<file path="config.mk">
export PLATFORM = sky130hd
export DESIGN_NAME = rf_bank_read_server
export DESIGN_NICKNAME = d
export VERILOG_FILES = /design/src/rtl/rf_bank_read_server.sv
export SDC_FILE = /design/constraint.sdc
export NUM_CORES = 2
export LEC_CHECK = 0
export ABC_CLOCK_PERIOD_IN_PS = 3500
export BUFFER_PORTS_ARGS = -buffer_cell sky130_fd_sc_hd__buf_2
export CAP_MARGIN = 20
export CORE_MARGIN = 1.5
export CORE_UTILIZATION = 40
export DETAILED_ROUTE_END_ITERATION = 6
export PLACE_DENSITY_LB_ADDON = 0.08
export SYNTH_ARGS = -nofsm -noshare
export SYNTH_HDL_FRONTEND = slang
export SYNTH_SLANG_ARGS = --single-unit
</file>
<file path="constraint.sdc">
create_clock -name clk -period 3.5 [get_ports clk]
set_input_delay 0.35 -clock clk [delete_from_list [all_inputs] [get_ports clk]]
set_output_delay 0.35 -clock clk [all_outputs]
set_load 0.1 [all_outputs]
</file>
<file path="src/rtl/rf_bank_read_server.sv">
// Four single-ported register-file banks with per-bank read request queues.
// Optional: RF_WB_BYPASS_EN forwards a writeback to a same-row queued read.
module rf_bank_read_server #(
  parameter int DATA_W = 32,
  parameter int ROW_W  = 3,
  parameter int QD     = 4
) (
  input  logic              clk,
  input  logic              rst,
  input  logic              req_en,
  output logic              req_rdy,
  input  logic [ROW_W-1:0]  rowid_a,
  input  logic [1:0]        bankid_a,
  input  logic [ROW_W-1:0]  rowid_b,
  input  logic [1:0]        bankid_b,
  input  logic [1:0]        req_ocid,
  input  logic              wb_en,
  input  logic [1:0]        wb_bank,
  input  logic [ROW_W-1:0]  wb_row,
  input  logic [DATA_W-1:0] wb_data,
  output logic [DATA_W-1:0] bk_0_data,
  output logic              bk_0_vld,
  output logic [1:0]        bk_0_ocid,
  output logic              bk_0_opsel,
  output logic              bk_0_bz,
  output logic [DATA_W-1:0] bk_1_data,
  output logic              bk_1_vld,
  output logic [1:0]        bk_1_ocid,
  output logic              bk_1_opsel,
  output logic              bk_1_bz,
  output logic [DATA_W-1:0] bk_2_data,
  output logic              bk_2_vld,
  output logic [1:0]        bk_2_ocid,
  output logic              bk_2_opsel,
  output logic              bk_2_bz,
  output logic [DATA_W-1:0] bk_3_data,
  output logic              bk_3_vld,
  output logic [1:0]        bk_3_ocid,
  output logic              bk_3_opsel,
  output logic              bk_3_bz
);

  localparam int PW = (QD > 1) ? $clog2(QD) : 1;
  localparam int CW = $clog2(QD + 1);

  function automatic logic [PW-1:0] f_inc(input logic [PW-1:0] p);
    return (p == PW'(QD - 1)) ? '0 : p + 1'b1;
  endfunction

  logic [3:0]        w_ok;
  logic [3:0]        w_vld;
  logic [3:0]        w_sel;
  logic [3:0]        w_bz;
  logic [1:0]        w_oc   [4];
  logic [DATA_W-1:0] w_data [4];
  logic              w_acc;

  // A pair is admitted only if every bank has room for its share
  assign req_rdy = &w_ok;
  assign w_acc   = req_en & req_rdy;

  for (genvar k = 0; k < 4; k++) begin : g_bank
    localparam logic [1:0] K = 2'(k);

    logic [ROW_W-1:0]  r_row [QD];
    logic [1:0]        r_oc  [QD];
    logic [QD-1:0]     r_sel;
    logic [DATA_W-1:0] r_mem [2**ROW_W];
    logic [PW-1:0]     r_wp;
    logic [PW-1:0]     r_rp;
    logic [PW-1:0]     w_wp1;
    logic [PW-1:0]     w_bpos;
    logic [CW-1:0]     r_cnt;
    logic [CW-1:0]     w_free;
    logic [1:0]        w_need;
    logic              w_hit_a;
    logic              w_hit_b;
    logic              w_enq_a;
    logic              w_enq_b;
    logic              w_wb;
    logic              w_fwd;
    logic              w_pop;
    logic              r_vld;
    logic              r_sel_o;
    logic [1:0]        r_oc_o;
    logic [DATA_W-1:0] r_data;

    assign w_hit_a = (bankid_a == K);
    assign w_hit_b = (bankid_b == K);
    assign w_need  = {1'b0, w_hit_a} + {1'b0, w_hit_b};
    assign w_free  = CW'(QD) - r_cnt;
    assign w_ok[k] = (w_free >= CW'(w_need));
    assign w_bz[k] = (w_free < CW'(2));
    assign w_enq_a = w_acc & w_hit_a;
    assign w_enq_b = w_acc & w_hit_b;
    assign w_wp1   = f_inc(r_wp);
    assign w_bpos  = w_enq_a ? w_wp1 : r_wp;
    assign w_wb    = wb_en & (wb_bank == K);
`ifdef RF_WB_BYPASS_EN
    assign w_fwd   = w_wb & (r_row[r_rp] == wb_row);
`else
    assign w_fwd   = 1'b0;
`endif
    // Writeback owns the port; a read only proceeds when forwarded
    assign w_pop   = (r_cnt != '0) & (~w_wb | w_fwd);

    always_ff @(posedge clk) begin
      if (w_enq_a) begin
        r_row[r_wp] <= rowid_a;
        r_oc[r_wp]  <= req_ocid;
        r_sel[r_wp] <= 1'b0;
      end
      if (w_enq_b) begin
        r_row[w_bpos] <= rowid_b;
        r_oc[w_bpos]  <= req_ocid;
        r_sel[w_bpos] <= 1'b1;
      end
    end

    always_ff @(posedge clk) begin
      if (w_wb) r_mem[wb_row] <= wb_data;
    end

    always_ff @(posedge clk or negedge rst) begin
      if (!rst) begin
        r_cnt   <= '0;
        r_wp    <= '0;
        r_rp    <= '0;
        r_vld   <= 1'b0;
        r_sel_o <= 1'b0;
        r_oc_o  <= '0;
        r_data  <= '0;
      end else begin
        r_cnt <= r_cnt + CW'(w_enq_a) + CW'(w_enq_b) - CW'(w_pop);
        if (w_enq_a && w_enq_b) r_wp <= f_inc(w_wp1);
        else if (w_enq_a || w_enq_b) r_wp <= w_wp1;
        if (w_pop) r_rp <= f_inc(r_rp);
        r_vld <= w_pop;
        if (w_pop) begin
          r_data  <= w_fwd ? wb_data : r_mem[r_row[r_rp]];
          r_oc_o  <= r_oc[r_rp];
          r_sel_o <= r_sel[r_rp];
        end
      end
    end

    assign w_vld[k]  = r_vld;
    assign w_sel[k]  = r_sel_o;
    assign w_oc[k]   = r_oc_o;
    assign w_data[k] = r_data;
  end

  assign bk_0_data  = w_data[0];
  assign bk_0_vld   = w_vld[0];
  assign bk_0_ocid  = w_oc[0];
  assign bk_0_opsel = w_sel[0];
  assign bk_0_bz    = w_bz[0];
  assign bk_1_data  = w_data[1];
  assign bk_1_vld   = w_vld[1];
  assign bk_1_ocid  = w_oc[1];
  assign bk_1_opsel = w_sel[1];
  assign bk_1_bz    = w_bz[1];
  assign bk_2_data  = w_data[2];
  assign bk_2_vld   = w_vld[2];
  assign bk_2_ocid  = w_oc[2];
  assign bk_2_opsel = w_sel[2];
  assign bk_2_bz    = w_bz[2];
  assign bk_3_data  = w_data[3];
  assign bk_3_vld   = w_vld[3];
  assign bk_3_ocid  = w_oc[3];
  assign bk_3_opsel = w_sel[3];
  assign bk_3_bz    = w_bz[3];

endmodule

</file>
; ---- Word-level counts from Yosys, hierarchy flattened
; Memories as Yosys holds them, arrays and structs flattened. A register that Yosys moved wholly into a read port is not among the register bits.
; Index checks and enable logic that the tools add are counted.
[totals]
reg_bits = 52
latch_bits = 0
ram_bits = 1104
romBits = 0
out_inout_bits = 149
memories = 12
[op_classes]
add_sub_neg = 32
multipliers = 0
div_mod_pow = 0
n_lt_le_gt_ge = 28
n_eq_ne = 21
shift = 0
n_mux = 80
bitwise_logic = 33
n_reduce_logical = 36
[memory_table]
columns = name, depth, width, rd, rd_clocked_by_memory_dff, wr, line_no
row1 = g_bank[0].r_mem, 8, 32, 1, 1, 1, 68  ; logic [DATA_W-1:0] r_mem [2**ROW_W];
row2 = g_bank[1].r_mem, 8, 32, 1, 1, 1, 68
row3 = g_bank[2].r_mem, 8, 32, 1, 1, 1, 68
row4 = g_bank[3].r_mem, 8, 32, 1, 1, 1, 68
row5 = g_bank[0].r_row, 4, 3, 1, 0, 2, 65  ; logic [ROW_W-1:0] r_row [QD];
row6 = g_bank[1].r_row, 4, 3, 1, 0, 2, 65
row7 = 6 more memories, --, --, --, --, --, --
[ops]
columns = op, count
row1 = 2-to-1 mux 2 bit, 24
row2 = equality test 2 bit (second input constant), 18
row3 = less-than comparator 2 x 3 -> 1 bit (second input constant), 12
row4 = 2-to-1 mux 1 bit, 36
row5 = 2-to-1 mux 4 bit, 8
row6 = adder 2 x 1 -> 2 bit (second input constant), 12
row7 = adder 3 x 1 -> 3 bit, 8
row8 = bitwise AND 1 bit, 17
row9 = bitwise AND 4 bit, 4
row10 = demux 1 bit (select 2 bit), 8
row11 = >= comparator 2 x 1 -> 1 bit (second input constant), 8
row12 = inverter 4 bit, 4
row13 = OR 4 bit, 4
row14 = >= comparator 3 x 2 -> 1 bit, 4
row15 = logical AND 1 bit, 12
row16 = less-than comparator 3 x 2 -> 1 bit (second input constant), 4
row17 = nonzero test 3 bit, 4
row18 = subtractor 3 x 1 -> 3 bit, 4
row19 = subtractor 3 bit (first input constant), 4
row20 = adder 1 x 1 -> 2 bit, 4
row21 = binary-select mux 1 bit (select 2 bit), 4
row22 = logical NOT 1 bit, 8
row23 = nonzero test 2 bit, 4
row24 = equality test 2 x 1 -> 1 bit (second input constant), 3
row25 = other kinds (4), 12

; ---- Depth between registers and ports, before layout
[logic_depth]
depth_word = 13
mapped_depth = 18

; ---- Worst setup path before layout
; No wires, ideal clock.
[synth_timing]
path_type = in2out
start = input bankid_a[1]
end = output req_rdy
t_arrival_ps = 3960
required_time_ps = 3150
path_slack_ps = -810
path_stages = 9
cell_sequence = or2_2 > clkbuf_1 > inv_1 > ha_1 > ha_1 > nand2b_1 > a211o_1 > nand2_1 > nor3b_1
[synth_via]
elab_chain_len = 4
elab_cells_between_ends = 13
cone_classes = 4 x add/sub / 4 x order compare / 3 x eq/ne / 2 x reduce/logical
[synth_rtl]
columns = element, line_no
row1 = start: declaration, 13  ; input logic [1:0] bankid_a,
row2 = "equality test 2 x 1 -> 1 bit, or another cell as far along", 88  ; assign w_hit_a = (bankid_a == K);
row3 = adder 1 x 1 -> 2 bit, 90  ; assign w_need = {1'b0, w_hit_a} + {1'b0, w_hit_b};
row4 = >= comparator 3 x 2 -> 1 bit, 92  ; assign w_ok[k] = (w_free >= CW'(w_need));
row5 = AND reduction 4 bit (*), 59  ; assign req_rdy = &w_ok;
row6 = end: declaration, 11  ; output logic req_rdy,
; Every way passes the cells marked *; elsewhere a longest branch is shown, timed or not.

==> metrics.txt <==
status=finished clean; GPL Wtd Cong=~0.81; CTS sink count=1292; Detailed Place HPWL=74100 um; Die Wd=363 um; Root Driver=clkbuf_16; layout cells sized above 1=25.9%; synth warn=0; CTS resizes=0; Post-Synthesis Cells=3217; Leakage=21.6 nW; htree depth=4; Post-Syn Area per Cell=between 15 and 20 sq um; Arr. time, crit path=between 3000 and 4000 ps; starting DRC count in detailed routing=2093; count leader, synth=edfxtp_1; largest net degree at the start of global routing=90; CP startpoint kind=flop; Hold WS=59.9 ps; final wirelength=133000 um; sequential cell area fraction in the yosys report=72.9%; Routed Antenna Nets=0; fraction of registers with async set/reset=a little over an eighth; drt pass-1 iters=5; slew at the pin with the worst max-slew slack=around 1100 ps; PwrDens=953 nW/um^2; #FFs+latches synth=1292; Total Nets Final=3595; Tot Pwr=57.6 mW; Slew Limit Headroom=about 28%; Synth area leaders=edfxtp_1 (64%), dfrtp_1 (8.3%), mux2_2 (6.8%), mux2i_1 (5.1%), o211ai_1 (3.9%); drc violations=0; Tightest Hold Check Type=in -> reg; Setup Crit Path Kind=reg -> reg; Fin. Hold Viols=0; Crit path largest cell delay=480 ps; synthesized cell area=around 52000 sq um; Post-Route Skew=20.6 ps; vias after detailed routing=~28000; antenna violations before repair=8; Main synth FF type=edfxtp_1; peak supply drop=1.06 mV; Critical Path, Cell by Cell=inv_1, ha_1, ha_1, and2_1, a22o_1, nand4_2, buf_4, or4_1, a21oi_2, mux2_2; r2r startpoint=g_bank[3].r_cnt[0]; IO Port Bufs=201; crit path time final=3240 ps; TritonCTS clock tree=built; Crit path depth=10; syn_nets=approximately 3300; vias in the first global route=29800; Avg WL per Cell=24.8 um; Setup WS pre-CTS=-74.3 ps; worst reg2reg path depth=10; Worst Setup SP=g_bank[3].r_cnt[0]; Worst Slack Setup Final=~260 ps; Die ar.=132000 sq um; total CTS buffers=146; Synth area leader=edfxtp_1; EDFF count, synth=1104; area grow syn2layout=16.6%; Critical Path Sink Type=flop; Clock Path Buffers=3; Max-Cap Viols=0; Vias per Instance=5.29; Die Ht=363 um; end of the critical path=g_bank[1].r_row[0][2]; Site Rows=131; Initial Utilization=40.5%; RSZ-0062 raised after global routing=no; CP max-delay cell=or4_1; Worst-Skew Late Latency=approximately 770 ps; clock transition at the registers of the reported paths=60 ps; worst r2r dst=g_bank[1].r_row[0][2]; most frequent CP cell=ha_1; fin. max-slew vios=0; Commonest cells post-synth=edfxtp_1 (1104), nand2_1 (436), mux2_2 (313); Tot GR Track Use=20.4%; Core Area=128000 sq um; num ports=202; Crit path max-delay family=simple AND/OR/NAND/NOR gates; worst reg-to-reg setup slack=260 ps; final setup violating endpoints=0; CP Data Required Time=4010 ps; first-pass GRT wire length=196000 um; WP buf/inv=2; post-synthesis cell type count=60; Synth top area share=64.0%; Final period util=92.5%; Critical Path Fanout Max=7; grt ovf=0; fmax=slightly above 0.3 GHz
how the worst min path moves through the flow:
stage                startpoint                    to  slack, ps  cells past startpoint
floorplan                   rst          bk_0_data[0]         50                      0
global placement            rst          bk_2_ocid[0]        390                      1
detailed placement          rst          bk_2_ocid[0]        390                      1
CTS                 req_ocid[1]  g_bank[2].r_oc[1][1]         10                      1
global route        req_ocid[1]  g_bank[2].r_oc[3][1]         30                      1
finish              req_ocid[1]  g_bank[2].r_oc[1][1]         60                      1
per-layer routing:
layer	global-route usage, %	up-vias	wire length, um
li1	-	12800	-
met1	27.0	14700	57800
met2	34.2	641	65100
met3	3.46	194	6490
met4	6.25	8	3290
met5	0	-	46
flip-flops by register name, indices dropped and copies added, names as in the netlist, 2 cells and up:
signal,flops
g_bank.r_row,48
bk_2_data,32
bk_0_ocid,2
bk_1_data,32
g_bank.r_cnt,12
bk_3_ocid,2
g_bank.r_sel,16
bk_3_data,32
g_bank.r_rp,8
bk_1_ocid,2
g_bank.r_oc,32
bk_0_data,32
g_bank.r_wp,8
bk_2_ocid,2
g_bank.r_mem,1024
kinds of logic after synthesis:
logic type | after synthesis | synth area share (%)
mux | 608 | 13.1
flops | 1292 | 72.9
simple gates | 698 | 5.80
compound gates | 321 | 4.74
fa+ha+maj | 52 | 1.37
buf+inv | 234 | 1.94
xor+xnor | 12 | 0.203
timing repair:
action	in CTS	in global routing
setup buffers	0	0
hold endpoints to repair	58	0
hold buffers	1	0
layout make-up:
| cell class | count | area (sq um) |
|---|---|---|
| Sequential cell | 1292 | 37800 |
| Antenna cell | 10 | 25.0 |
| Fill cell | 11000 | 67600 |
| Tap cell | 1729 | 2160 |
| Inverter | 51 | 198 |
| Timing Repair Buffer | 308 | 2130 |
| Clock inverter | 69 | 688 |
| Clock buffer | 205 | 4050 |
| Multi-Input combinational cell | 1691 | 13400 |
metrics by stage:
| step | util [%] | instance area, sq um | instances | setup TNS, ps |
|---|---|---|---|---|
| CTS | 47.2 | 60400 | 5345 | 0 |
| global route | 47.2 | 60400 | 5345 | 0 |
| detailed placement | 43.5 | 55700 | 5070 | -164 |
| global placement | 43.5 | 55700 | 5070 | -15.4 |
| finish | 47.2 | 60400 | 5355 | 0 |
| floorplan | - | 51900 | 3217 | 0 |
power breakdown:
part | internal, mW | total, mW | leakage [nW] | switching [mW]
combinational | 6.93 | 23.1 | 7.16 | 16.2
sequential | 18.3 | 19.5 | 12.1 | 1.19
clock | 8.92 | 15.0 | 2.33 | 6.08
cells in the final DEF, fill, tap and decap left out, types with 46 or more instances in the layout:
master and n:
o211ai_1 266, mux2i_1 265, dfrtp_1 172, buf_2 200, edfxtp_1 1104, nand3_1 143
buf_4 81, nand2_1 436, clkbuf_1 46, mux2_2 309, clkbuf_16 150
Note: power is estimated with default switching activity, not from simulation.
